`src/rtl/ir_frame_receiver.sv`:
```
// ir_frame_receiver
//   Receives NEC-format IR frames from a demodulated receiver output. Pulse
//   and space durations are measured in prescaled ticks, classified against
//   the NEC timing windows, and assembled into a 32-bit frame. The frame is
//   checked (command byte against its inverse, optionally the address). A
//   valid command byte is then held on cmd for the downstream command
//   decoder. Repeat codes and stalled frames are also handled.
//
// Ports
//   clk           system clock
//   reset_n       asynchronous active-low reset
//   ir_in         demodulated IR input, idles high, 0 = mark (asynchronous)
//   cmd           last valid command byte, held until the next valid frame
//   cmd_valid     one-clk pulse when cmd is updated
//   repeat_pulse  one-clk pulse on a valid repeat code after a valid frame
//   frame_err     one-clk pulse on timing/checksum/address/timeout failure
//   busy          high while a frame or repeat code is in progress
module ir_frame_receiver #(
  parameter int         DIV        = 2812,
  parameter logic [7:0] ADDR       = 8'h00,
  parameter bit         CHECK_ADDR = 1'b0
) (
  input  logic       clk,
  input  logic       reset_n,
  input  logic       ir_in,
  output logic [7:0] cmd,
  output logic       cmd_valid,
  output logic       repeat_pulse,
  output logic       frame_err,
  output logic       busy
);

  localparam int            PW          = (DIV > 1) ? $clog2(DIV) : 1;
  localparam logic [PW-1:0] PRESC_LAST  = PW'(DIV - 1);
  localparam logic [7:0]    DUR_TIMEOUT = 8'd200;

  typedef enum logic [2:0] {
    S_IDLE       = 3'd0,
    S_LEAD_MARK  = 3'd1,
    S_LEAD_SPACE = 3'd2,
    S_BIT_MARK   = 3'd3,
    S_BIT_SPACE  = 3'd4,
    S_REP_MARK   = 3'd5,
    S_CHECK      = 3'd6
  } state_t;

  // Inclusive window test on a measured duration.
  function automatic logic in_win(input logic [7:0] d, input logic [7:0] lo,
                                  input logic [7:0] hi);
    return (d >= lo) && (d <= hi);
  endfunction

  // Frame integrity: command byte must match its inverse; the address is
  // checked only when enabled. The inverted address byte is ignored so that
  // extended-NEC remotes are accepted.
  function automatic logic frame_ok(input logic [31:0] w);
    logic chk_ok;
    logic addr_ok;
    chk_ok  = (w[31:24] == ~w[23:16]);
    addr_ok = (CHECK_ADDR == 1'b0) || (w[7:0] == ADDR);
    return chk_ok && addr_ok;
  endfunction

  logic          sync1_q, sync1_d;
  logic          sync2_q, sync2_d;
  logic          prev_q, prev_d;
  logic [PW-1:0] presc_q, presc_d;
  logic [7:0]    dur_q, dur_d;
  state_t        state_q, state_d;
  logic [5:0]    bitcnt_q, bitcnt_d;
  logic [31:0]   shreg_q, shreg_d;
  logic          have_q, have_d;
  logic [7:0]    cmd_q, cmd_d;
  logic          cmd_valid_q, cmd_valid_d;
  logic          rep_q, rep_d;
  logic          err_q, err_d;
  logic          busy_q, busy_d;

  logic tick_s, rise_s, fall_s, edge_s, timeout_s;
  logic fail_s, bit_s;

  // Edges are taken from the second synchronizer stage against a third,
  // registered copy, so every edge is seen for exactly one cycle.
  assign rise_s    = sync2_q & ~prev_q;
  assign fall_s    = ~sync2_q & prev_q;
  assign edge_s    = rise_s | fall_s;
  assign timeout_s = (dur_q >= DUR_TIMEOUT);

  // Front end: synchronizer, free-running prescaler, saturating duration counter.
  always_comb begin
    sync1_d = ir_in;
    sync2_d = sync1_q;
    prev_d  = sync2_q;
    tick_s  = (presc_q == PRESC_LAST);
    if (tick_s) begin
      presc_d = '0;
    end else begin
      presc_d = presc_q + PW'(1);
    end
    // An edge ends the level being timed, so it wins over a coincident tick.
    if (edge_s) begin
      dur_d = 8'd0;
    end else if (tick_s && (dur_q != 8'hFF)) begin
      dur_d = dur_q + 8'd1;
    end else begin
      dur_d = dur_q;
    end
  end

  // Frame FSM: classify each completed level and assemble/check the frame.
  always_comb begin
    state_d     = state_q;
    bitcnt_d    = bitcnt_q;
    shreg_d     = shreg_q;
    have_d      = have_q;
    cmd_d       = cmd_q;
    cmd_valid_d = 1'b0;
    rep_d       = 1'b0;
    err_d       = 1'b0;
    fail_s      = 1'b0;
    bit_s       = 1'b0;
    case (state_q)
      S_IDLE: begin
        if (fall_s) begin
          state_d = S_LEAD_MARK;
        end else begin
          state_d = S_IDLE;
        end
      end
      S_LEAD_MARK: begin
        if (edge_s) begin
          if (rise_s && in_win(dur_q, 8'd144, 8'd176)) begin
            state_d = S_LEAD_SPACE;
          end else begin
            fail_s = 1'b1;
          end
        end else if (timeout_s) begin
          fail_s = 1'b1;
        end else begin
          state_d = state_q;
        end
      end
      S_LEAD_SPACE: begin
        if (edge_s) begin
          if (fall_s && in_win(dur_q, 8'd72, 8'd88)) begin
            state_d  = S_BIT_MARK;
            bitcnt_d = 6'd0;
          end else if (fall_s && in_win(dur_q, 8'd32, 8'd48)) begin
            state_d = S_REP_MARK;
          end else begin
            fail_s = 1'b1;
          end
        end else if (timeout_s) begin
          fail_s = 1'b1;
        end else begin
          state_d = state_q;
        end
      end
      S_BIT_MARK: begin
        if (edge_s) begin
          if (rise_s && in_win(dur_q, 8'd7, 8'd13)) begin
            // The mark after the 32nd bit is the stop mark.
            if (bitcnt_q < 6'd32) begin
              state_d = S_BIT_SPACE;
            end else begin
              state_d = S_CHECK;
            end
          end else begin
            fail_s = 1'b1;
          end
        end else if (timeout_s) begin
          fail_s = 1'b1;
        end else begin
          state_d = state_q;
        end
      end
      S_BIT_SPACE: begin
        if (edge_s) begin
          if (fall_s && in_win(dur_q, 8'd7, 8'd13)) begin
            bit_s = 1'b0;
          end else if (fall_s && in_win(dur_q, 8'd25, 8'd35)) begin
            bit_s = 1'b1;
          end else begin
            fail_s = 1'b1;
          end
          // NEC sends LSB first: shift in from the top.
          shreg_d  = {bit_s, shreg_q[31:1]};
          bitcnt_d = bitcnt_q + 6'd1;
          state_d  = S_BIT_MARK;
        end else if (timeout_s) begin
          fail_s = 1'b1;
        end else begin
          state_d = state_q;
        end
      end
      S_REP_MARK: begin
        if (edge_s) begin
          if (rise_s && in_win(dur_q, 8'd7, 8'd13)) begin
            state_d = S_IDLE;
            rep_d   = have_q;
          end else begin
            fail_s = 1'b1;
          end
        end else if (timeout_s) begin
          fail_s = 1'b1;
        end else begin
          state_d = state_q;
        end
      end
      S_CHECK: begin
        state_d = S_IDLE;
        if (frame_ok(shreg_q)) begin
          cmd_d       = shreg_q[23:16];
          cmd_valid_d = 1'b1;
          have_d      = 1'b1;
        end else begin
          fail_s = 1'b1;
        end
      end
      default: begin
        state_d = S_IDLE;
      end
    endcase
    // Any failure abandons the frame and forgets the last good one, so a
    // repeat code after an error is not honoured.
    if (fail_s) begin
      state_d = S_IDLE;
      err_d   = 1'b1;
      have_d  = 1'b0;
    end else begin
      err_d = 1'b0;
    end
    busy_d = (state_d != S_IDLE);
  end

  // State and output registers.
  always_ff @(posedge clk or negedge reset_n) begin
    if (!reset_n) begin
      sync1_q     <= 1'b1;
      sync2_q     <= 1'b1;
      prev_q      <= 1'b1;
      presc_q     <= '0;
      dur_q       <= 8'd0;
      state_q     <= S_IDLE;
      bitcnt_q    <= 6'd0;
      shreg_q     <= 32'd0;
      have_q      <= 1'b0;
      cmd_q       <= 8'd0;
      cmd_valid_q <= 1'b0;
      rep_q       <= 1'b0;
      err_q       <= 1'b0;
      busy_q      <= 1'b0;
    end else begin
      sync1_q     <= sync1_d;
      sync2_q     <= sync2_d;
      prev_q      <= prev_d;
      presc_q     <= presc_d;
      dur_q       <= dur_d;
      state_q     <= state_d;
      bitcnt_q    <= bitcnt_d;
      shreg_q     <= shreg_d;
      have_q      <= have_d;
      cmd_q       <= cmd_d;
      cmd_valid_q <= cmd_valid_d;
      rep_q       <= rep_d;
      err_q       <= err_d;
      busy_q      <= busy_d;
    end
  end

  assign cmd          = cmd_q;
  assign cmd_valid    = cmd_valid_q;
  assign repeat_pulse = rep_q;
  assign frame_err    = err_q;
  assign busy         = busy_q;

endmodule

```
`config.mk`:
```
export PLATFORM = sky130hd
export DESIGN_NAME = ir_frame_receiver
export DESIGN_NICKNAME = d
export VERILOG_FILES = /design/src/rtl/ir_frame_receiver.sv
export SDC_FILE = /design/constraint.sdc
export NUM_CORES = 1
export LEC_CHECK = 0
export ABC_AREA = 1
export CAP_MARGIN = 20
export CORE_MARGIN = 2
export CORE_UTILIZATION = 52
export CTS_BUF_LIST = sky130_fd_sc_hd__clkbuf_4 sky130_fd_sc_hd__clkbuf_8
export CTS_CLUSTER_DIAMETER = 200
export DETAILED_ROUTE_END_ITERATION = 12
export PLACE_DENSITY = 0.78
export SKIP_LAST_GASP = 1
export SYNTH_ARGS = -nofsm -noshare
export SYNTH_HDL_FRONTEND = slang
export SYNTH_SLANG_ARGS = --single-unit
```
`constraint.sdc`:
```
create_clock -name clk -period 4.95 [get_ports clk]
set_input_delay 0.99 -clock clk [delete_from_list [all_inputs] [get_ports clk]]
set_output_delay 0.99 -clock clk [all_outputs]
set_load 0.1 [all_outputs]
```
# Word level (Yosys, flattened, before mapping)
# Cells that the tools add are included.
# Widths: inputs -> output; s select.
# totals
regBits	77
latch_bits	0
mem_bits_rw	0
rom_bits	0
input_bits	3
n_memories	0
# classes
addsub	3
multipliers	0
div	0
n_lt_le_gt_ge	12
n_eq_ne	12
shift	0
n_mux	45
bitwise	6
n_reduce_logical	23
# ops
cell	n
$mux 3	11
$mux 1	24
$mux 6	3
$pmux 3 s6	1
$ge 8x8->1 const B	2
$le 8x6->1 const B	2
$mux 8	2
$add 12x1->12 const B	1
$eq 12x12->1 const B	1
$logic_and 1x1->1	12
$mux 12	1
$pmux 6 s2	1
$eq 3x3->1 const B	3
$add 8x1->8 const B	1
$eq 8x8->1	1
$ge 8x3->1 const B	1
$ge 8x5->1 const B	1
$ge 8x6->1 const B	1
$ge 8x7->1 const B	1
$le 8x4->1 const B	1
$le 8x7->1 const B	1
$le 8x8->1 const B	1
$ne 8x8->1 const B	1
$not 8->8	1
other kinds (16)	26

# Logic depth before layout (Yosys ltp)
# logic_depth
ltp_word	9
depth_mapped	12

# Worst setup path after synthesis
# No wires, ideal clock.
# synth_path
kind	register -> output
startpoint	register cmd_q[0] (netlist: cmd[0])
endpoint	output cmd[0]
arrival_ns	0.898
required_time_ns	3.960
slack_ns	3.062
stages_incl_launch_ff	1
n_path_buf	0
path_cell_list	dfrtp_1
# synth_lines
item	line_no	rtl
from (decl)	73	logic [7:0] cmd_q, cmd_d;
from (signal assigned)	263	cmd_q <= cmd_d;
to (decl)	26	output logic [7:0] cmd,
# No word-level cell between the ends.

# Worst setup path after layout
# layout_path
startpoint	register cmd_q[4] (netlist: cmd[4])
endpoint	output cmd[4]
# No word-level cell between the ends.

==> metrics <==
Placer Congestion just under 0.9; RR Startpoint prev_q; CP Buf/Inv Count 1; status complete, no violations; CTS tree done; Via Count 2607; sequential-to-total area share from yosys stat 0.475; Register-to-Register Path Depth 8; clock slew at reported path FFs approximately 0.06 ns; cell depth of the worst setup path 1; leading area contributor after synthesis dfrtp_1; R2R setup slack ~2.2 ns; f_max between 300 and 400 MHz; Unique masters post-synth 34; most common cell after layout, fill and taps aside nand2_1; final clock skew between 0.006 and 0.007 ns; FP Rows 28; Chip Width approximately 83 um; Clock Sinks between 60 and 70; Setup Total Neg Slack 0 ns; number of global-route vias before repair around 2400; worst hold path type reg2reg; Ports 15; Slowest Stage Delay on Critical Path between 1 and 1.5 ns; area of the multi-input gates 0.00142 mm2; synth top area cells dfrtp_1 (45%), nand2_1 (12%), inv_1 (6.9%); layout cells sized above 1 0.110; clock buffer depth 2; non-filler cells, final between 500 and 600; crit end category output port; Root Driver clkbuf_8; Final Util 0.606; Layout Nets roughly 450; Fillers 536; most frequent cells in the layout nand2_1 (107), inv_1 (59), dfrtp_1 (58), nor2_1 (44), o21ai_0 (35); Remaining DRCs 0; required time of the critical path just under 4 ns; Static Leak 1.78 nW; Most used DFF post-synth dfrtp_1; VDD IR max ~0.00029 V; total congestion overflow 0; Crit-path slowest cell clkdlybuf4s50_1; Worst Setup SP cmd[4]; core footprint about 0.0060 mm2; period utilization 0.569; Post-synth EDFFs 0; total CTS buffers 9; Ys Warns 0; Synth top area share 0.450; Max FO, Critical Path 2; GRT Total Usage 0.204; Initial Util 0.541; slew at the pin closest to its max-slew limit 1.00 ns; PwrDens about 290 mW/mm2; Detail Route Antenna Nets 0; Worst slew margin 0.331; total setup buffers inserted after CTS 0; PortBufs 14; ant diodes 0; async set or reset register ratio after synthesis 1.00; Final Hold Fails 0; global-route wire length before repair 10400 um; register area 0.00153 mm2; DIE AREA a little under 0.007 mm2; syn avg cell area roughly 7.8 um2; worst path cell trace clkdlybuf4s50_1; Synthesized Nets ~420; pin count of the biggest net entering global routing 62; initial antenna violation count 0; Crit path max-delay family buffers and inverters; First-pass DRT Iterations 4; hpwl dp 4350 um; hold buffer count at cts 0; final setup fails 0; post-synthesis register bit count 61; Die Ht ~83 um; reg-to-reg endpoint bitcnt_q[3]; CP Launch Type flop; minimum clock period about 2.8 ns; Avg WL per Cell about 12 um; Worst Setup EP cmd[4]; total wire length approximately 6000 um; placed cell count roughly 500; CP Data Arrival Time between 1.5 and 2 ns; area grow syn2layout 12.0%; final max-slew violation count 0; synthesized area between 0.003 and 0.004 mm2; post_cts resized 0; First DRT Iteration DRCs a little under 70; Setup CP Type reg2out; Skew-Pair Late Insertion Delay between 0.3 and 0.4 ns; RSZ-0062 raised after global routing no; H-tree depth 3; routed vias/inst a little over 5; Max-Cap Viols 0; Syn Inst Count 413
==> routing by layer <==
metal / up-vias / share of wire / wire [um] / GRT usage
li1: 1342 / - / - / -
met1: 1215 / 0.47 / 2840 / 0.261
met2: 41 / 0.48 / 2890 / 0.319
met3: 9 / 0.036 / 215 / 0.0761
met4: 0 / 0.011 / 66 / 0.0689
met5: - / 0 / 0 / 0
==> worst min-delay path by stage <==
| stage | end | startpoint | slack [ns] | depth (start not counted) |
|---|---|---|---|---|
| final | prev_d | sync1_q | 0.36 | 0 |
| after global routing | prev_d | sync1_q | 0.36 | 0 |
| after CTS | prev_d | sync1_q | 0.36 | 0 |
| after detailed placement | prev_d | sync1_q | 0.35 | 0 |
| after global placement | prev_d | sync1_q | 0.35 | 0 |
| after floorplan | prev_d | sync1_q | 0.35 | 0 |
==> cell usage after synthesis, drive strengths merged, types with 2 or more instances <==
library cell / instances
a21oi: 8
a31oi: 4
buf: 3
clkbuf: 2
dfrtp: 58
dfstp: 3
ha: 8
inv: 66
nand2: 113
nand3: 23
nand4: 8
nor2: 53
nor3: 9
o21a: 2
o21ai: 40
o31ai: 2
xor2: 5
==> power by group <==
part           total [mW]  leakage, nW  switching, mW  internal (mW)
sequential          0.518        0.823        0.00699          0.511
clock               0.389       0.0949          0.185          0.204
combinational       0.126        0.859         0.0939         0.0318
==> cell families after synthesis <==
| group | synth area share |
|---|---|
| flip-flops | 0.475 |
| adder cells (fa/ha/maj) | 0.0311 |
| XOR/XNOR | 0.0163 |
| buffers and inverters | 0.0846 |
| AND/OR/NAND/NOR | 0.293 |
| AO/OA/AOI/OAI | 0.101 |
==> through the flow <==
| stage | power [mW] | setup WS [ns] | hold slack (ns) | cell area (um2) |
|---|---|---|---|---|
| 4_1_cts | 1.05 | 2.11 | 0.361 | 3610 |
| 3_5_place_dp | 0.653 | 2.26 | 0.348 | 3430 |
| 6_report | 1.03 | 2.13 | 0.361 | 3610 |
| 2_1_floorplan | 0.619 | 3.06 | 0.345 | 3220 |
| 5_1_grt | 1.08 | 1.89 | 0.362 | 3610 |
| 3_3_place_gp | 0.653 | 2.35 | 0.354 | 3430 |
==> cell type report <==
type	count	area share
Clock buffer	11	0.0419
Clock inverter	4	0.00659
Inverter	66	0.0686
Multi-Input combinational cell	281	0.393
Sequential cell	61	0.424
Tap cell	75	0.0260
Timing Repair Buffer	15	0.0395
==> registers in the layout (all words and copies together) (netlist names) <==
register / count
repeat_pulse: 1
have_q: 1
sync1_q: 1
prev_d: 1
cmd_valid: 1
frame_err: 1
presc_q: 12
prev_q: 1
dur_q: 8
cmd: 8
shreg_q: 16
busy: 1
state_q: 3
bitcnt_q: 6
(Power assumes the default switching activity.)
